`config.mk`:
```
export PLATFORM = sky130hd
export DESIGN_NAME = snake_dir_queue
export DESIGN_NICKNAME = d
export VERILOG_FILES = /design/src/rtl/snake_dir_queue.sv
export SDC_FILE = /design/constraint.sdc
export NUM_CORES = 1
export LEC_CHECK = 0
export BUFFER_PORTS_ARGS = -buffer_cell sky130_fd_sc_hd__buf_2
export CORE_MARGIN = 4
export CORE_UTILIZATION = 30
export CTS_BUF_LIST = sky130_fd_sc_hd__clkbuf_4 sky130_fd_sc_hd__clkbuf_8
export DETAILED_ROUTE_END_ITERATION = 10
export PLACE_DENSITY = 0.58
export SYNTH_ARGS = -nofsm -noshare
export SYNTH_HDL_FRONTEND = slang
export SYNTH_SLANG_ARGS = --single-unit
```
`constraint.sdc`:
```
create_clock -name clk -period 4.7 [get_ports clk]
set_input_delay 0.94 -clock clk [delete_from_list [all_inputs] [get_ports clk]]
set_output_delay 0.94 -clock clk [all_outputs]
set_load 0.01 [all_outputs]
```
`src/rtl/snake_dir_queue.sv`:
```
// snake_dir_queue: per-player buffered turn queue with reversal rejection, one turn committed per movement step.
module snake_dir_queue #(
    parameter int NUM_PLAYERS = 2,
    parameter int QUEUE_DEPTH = 2,
    parameter logic [7:0] KEY_W = 8'h1D,
    parameter logic [7:0] KEY_A = 8'h1C,
    parameter logic [7:0] KEY_S = 8'h1B,
    parameter logic [7:0] KEY_D = 8'h23,
    parameter logic [7:0] KEY_I = 8'h43,
    parameter logic [7:0] KEY_J = 8'h3B,
    parameter logic [7:0] KEY_K = 8'h42,
    parameter logic [7:0] KEY_L = 8'h4B,
    parameter logic [1:0] START_DIR0 = 2'b10,
    parameter logic [1:0] START_DIR1 = 2'b01
) (
    input  logic                     clk,
    input  logic                     rst,
    input  logic                     start,
    input  logic [7:0]               key,
    input  logic                     key_pressed,
    input  logic                     step_tick,
    output logic [2*NUM_PLAYERS-1:0] snake_dir,
    output logic [NUM_PLAYERS-1:0]   dir_changed,
    output logic [NUM_PLAYERS-1:0]   key_dropped,
    output logic [3*NUM_PLAYERS-1:0] queue_level
);
    localparam int PW = QUEUE_DEPTH > 1 ? $clog2(QUEUE_DEPTH) : 1;
    localparam logic [PW-1:0] LAST = PW'(QUEUE_DEPTH - 1);
    for (genvar p = 0; p < NUM_PLAYERS; p++) begin : g_pl
        localparam logic [7:0] KU = p == 0 ? KEY_W : KEY_I;
        localparam logic [7:0] KL = p == 0 ? KEY_A : KEY_J;
        localparam logic [7:0] KD = p == 0 ? KEY_S : KEY_K;
        localparam logic [7:0] KR = p == 0 ? KEY_D : KEY_L;
        localparam logic [1:0] SD = p == 0 ? START_DIR0 : START_DIR1;
        logic [1:0] q [QUEUE_DEPTH];
        logic [PW-1:0] rd, wr, wr_last;
        logic [2:0] level, level_pop;
        logic [1:0] dir, cand, head, ref_dir;
        logic hit, pop, push, drop, changed, dropped;
        always_comb begin
            hit = key_pressed && (key == KU || key == KL || key == KD || key == KR);
            cand = key == KU ? 2'b00 : key == KL ? 2'b01 : key == KD ? 2'b11 : 2'b10;
            pop = step_tick && level != '0;
            head = q[rd];
            level_pop = level - {2'b0, pop};
            wr_last = wr == '0 ? LAST : wr - PW'(1);
            // new keys are judged against the newest turn that will still be pending
            ref_dir = level_pop != '0 ? q[wr_last] : pop ? head : dir;
            push = hit && cand != ref_dir && cand != ~ref_dir && level_pop < 3'(QUEUE_DEPTH);
            drop = hit && cand != ref_dir && !push;
        end
        always_ff @(posedge clk) begin
            if (rst) begin
                rd <= '0;
                wr <= '0;
                level <= '0;
                dir <= '0;
                changed <= 1'b0;
                dropped <= 1'b0;
            end else if (start) begin
                rd <= '0;
                wr <= '0;
                level <= '0;
                dir <= SD;
                changed <= 1'b0;
                dropped <= 1'b0;
            end else begin
                if (pop) rd <= rd == LAST ? '0 : rd + PW'(1);
                if (push) begin
                    q[wr] <= cand;
                    wr <= wr == LAST ? '0 : wr + PW'(1);
                end
                level <= level_pop + {2'b0, push};
                if (pop) dir <= head;
                changed <= pop && head != dir;
                dropped <= drop;
            end
        end
        assign snake_dir[2*p +: 2] = dir;
        assign queue_level[3*p +: 3] = level;
        assign dir_changed[p] = changed;
        assign key_dropped[p] = dropped;
    end
endmodule

```
==> impl_metrics.env <==
export IMPL_dieWidth_um=81.3
export IMPL_wl_per_cell_um=12.1
export IMPL_wl_met3_um=164
export IMPL_finalSetupTns_ns=0
export IMPL_wl_met1_mm=1.52
export IMPL_syn_mean_instance_area_um2=10.1
export IMPL_synth_xor_xnor_area_share_pct=10.6
export IMPL_outcome="finished, final reports clean"
export IMPL_grt_usage_pct=9.94
export IMPL_core_region_area_um2=5170
export IMPL_initial_core_util_pct=31.2
export IMPL_layout_setup_ws_ns=1.27
export IMPL_cts_resized=0
export IMPL_critPathMaxFanout=5
export IMPL_power_leakage_nw=0.778
export IMPL_io_pins=27
export IMPL_yosys_register_bits=28
export IMPL_r2r_start="g_pl[0].level[1]$_SDFF_PP0_"
export IMPL_worstMarginPinSlew_ns=0.636
export IMPL_synthesis_nets=180
export IMPL_hold_end="g_pl[1].rd$_SDFFE_PP0P_"
export IMPL_ys_warn_count=0
export IMPL_post_route_drc_count=0
export IMPL_clk_pin_slew_ns=0.10
export IMPL_drive_gt1_share_pct=23.9
export IMPL_finalNetCount=205
export IMPL_place_ws_ns=0.988
export IMPL_io_buffer_count=26
export IMPL_routed_wl_mm=3.07
export IMPL_ctsHoldBuffers=0
export IMPL_area_growth_pct=15.5
export IMPL_dp_hpwl_mm=2.46
export IMPL_clockBufferDepth=2
export IMPL_maxSlewViolCount=0
export IMPL_hold_class="reg2reg"
export IMPL_vdd_drop_max_mv=0.146
export IMPL_cp_arrival_ns=3.60
export IMPL_antenna_found_initial=0
export IMPL_dieArea_um2=6610
export IMPL_cts_root_buf="clkbuf_8"
export IMPL_fmax_mhz=292
export IMPL_end_kind="flip-flop"
export IMPL_synth_ff_type="dfxtp_1"
export IMPL_cts_setup_buffers=0
export IMPL_viasPerCell=4.61
export IMPL_min_from="g_pl[1].rd$_SDFFE_PP0P_"
export IMPL_grt_pass1_wl_mm=5.13
export IMPL_muxShareOfSynthArea_pct=10.2
export IMPL_gp_congestion=0.721
export IMPL_crit_type="in2reg"
export IMPL_dieHeight_um=81.3
export IMPL_syn_area_um2=1610
export IMPL_critPathLaunchType="input pin"
export IMPL_route_met2_wl_mm=1.35
export IMPL_r2r_end="g_pl[0].level[2]$_SDFF_PP0_"
export IMPL_fin_util_pct=36.0
export IMPL_syn_instance_count=160
export IMPL_synth_edff_count=8
export IMPL_rrSetupSlack_ns=1.36
export IMPL_finalHoldViolCount=0
export IMPL_period_needed_ns=3.43
export IMPL_htreeDepth=1
export IMPL_p_per_area_nw_per_um2=255
export IMPL_synth_top_family_by_area="simple AND/OR/NAND/NOR gates"
export IMPL_grt_ovfl_total=0
export IMPL_grt_max_degree=17
export IMPL_synth_simple_area_share_pct=19.6
export IMPL_yosysSeqAreaShare_pct=39.8
export IMPL_num_rows=26
export IMPL_cts_tree="built"
export IMPL_setup_violations=0
export IMPL_critPathRequiredTime_ns=4.87
export IMPL_cts_buffers=3
export IMPL_reg2regPathDepth=13
export IMPL_dr_first_iter_drc_count=54
export IMPL_diodes=0
export IMPL_total_power_w=0.000475
export IMPL_drtAntennaViolNets=0
export IMPL_skew_ns=0.0127
export IMPL_insertion_delay_ns=0.27
export IMPL_routed_via_count=1171
export IMPL_synthAdderAreaFrac_pct=5.43
export IMPL_grt_pass1_vias=1092
export IMPL_synth_compound_gate_area_share_pct=9.01
export IMPL_top_layer_used="met4"
export IMPL_hold_path_depth=2
export IMPL_cap_violations=0
export IMPL_rsz0062_at_grt="false"
export IMPL_hold_slack_ns=0.516
export IMPL_dr_pass1_iters=4
export IMPL_synthDistinctLibCells=45
export IMPL_async_flop_share_pct=0
export IMPL_clock_sinks=28
export IMPL_slew_headroom_pct=57.0
export IMPL_finalCritPeriodShare_pct=72.9
[power by group]
part	switching, W	internal, W
sequential	0.000000935	0.000248
combinational	0.0000206	0.0000155
clock	0.0000761	0.000114
total	0.0000976	0.000378
[worst max-delay path: stages]
cell and delay (ns):
buf_2 0.13, o31ai_2 0.14, inv_1 0.09, ha_1 0.20, ha_1 0.19, xnor2_1 0.36
and3_1 0.24, mux2_2 0.36, xor2_1 0.17, nor3_4 0.24, ha_1 0.19, ha_1 0.15
xor2_1 0.14, nor2_1 0.05
[Yosys cell counts, drive strengths merged (2+ instances only)]
master / number / area [um2]
inv: 13 / 48.8
ha: 7 / 87.6
nor4: 2 / 18.8
and3: 2 / 12.5
xnor2: 10 / 110
nand3: 2 / 10.0
mux2: 3 / 33.8
nor3: 2 / 21.3
mux2i: 13 / 130
buf: 5 / 35.0
edfxtp: 8 / 240
a211oi: 2 / 15.0
and2: 5 / 31.3
a21oi: 3 / 15.0
o31ai: 2 / 25.0
nor2: 13 / 48.8
nand2: 8 / 30.0
nor3b: 3 / 27.5
o21ai: 6 / 30.0
xor2: 7 / 61.3
dfxtp: 20 / 400
or2: 2 / 12.5
nand3b: 3 / 22.5
nand2b: 4 / 25.0
[registers in the layout, indices dropped and copies added, names as in the netlist, named ones only]
name          count
g_pl.q            8
g_pl.wr           2
g_pl.rd           2
g_pl.dropped      2
g_pl.level        6
g_pl.changed      2
g_pl.dir          4
[cells in the final DEF, fill, tap and decap left out, types with 2 or more instances in the layout]
cell	n
nand3b_1	3
nand2_1	8
a21oi_1	3
and3_1	2
nand2b_1	4
edfxtp_1	8
mux2i_1	13
nor2_1	13
inv_1	13
buf_2	26
nor3b_1	2
xnor2_1	7
o21ai_0	6
nand3_1	2
o31ai_2	2
dfxtp_1	20
a211oi_1	2
xor2_1	7
ha_1	7
and2_1	5
mux2_2	3
xnor2_2	3
clkbuf_8	3
[logic make-up after synthesis]
kind of cell               count (synthesis)
AOI/OAI and AO/OA                         20
muxes                                     16
adders and majority gates                  7
DFF                                       28
xor gates and xnor gates                  17
buffers and inverters                     19
and+or+nand+nor                           53
[how the worst max path moves through the flow]
stage | to | start | depth (start not counted) | slack [ns]
2_1_floorplan | g_pl[0].level[1]$_SDFF_PP0_ | step_tick | 12 | 1.38
3_3_place_gp | g_pl[0].level[2]$_SDFF_PP0_ | step_tick | 14 | 0.99
3_5_place_dp | g_pl[0].level[2]$_SDFF_PP0_ | step_tick | 14 | 0.99
4_1_cts | g_pl[0].level[2]$_SDFF_PP0_ | step_tick | 14 | 1.27
5_1_grt | g_pl[0].level[2]$_SDFF_PP0_ | step_tick | 15 | 1.03
6_report | g_pl[0].level[2]$_SDFF_PP0_ | step_tick | 14 | 1.27
[per-layer routing]
layer	vias to the layer above	track usage, %
met4	0	3.55
met5	-	0
met3	2	1.88
met2	29	15.4
met1	540	13.7
li1	600	-
[final cells by class]
cell class | instances | area, um2
Clock buffer | 3 | 41.3
Clock inverter | 1 | 30.0
Fill cell | 526 | 3310
Inverter | 13 | 48.8
Multi-Input combinational cell | 113 | 883
Sequential cell | 28 | 641
Tap cell | 70 | 87.6
Timing Repair Buffer | 26 | 130
[metrics by stage]
step,instance area (um2),cells
2_1_floorplan,1610,160
3_3_place_gp,1790,250
3_5_place_dp,1790,250
4_1_cts,1860,254
5_1_grt,1860,254
6_report,1860,254
Power figures use the tool's default switching activity.
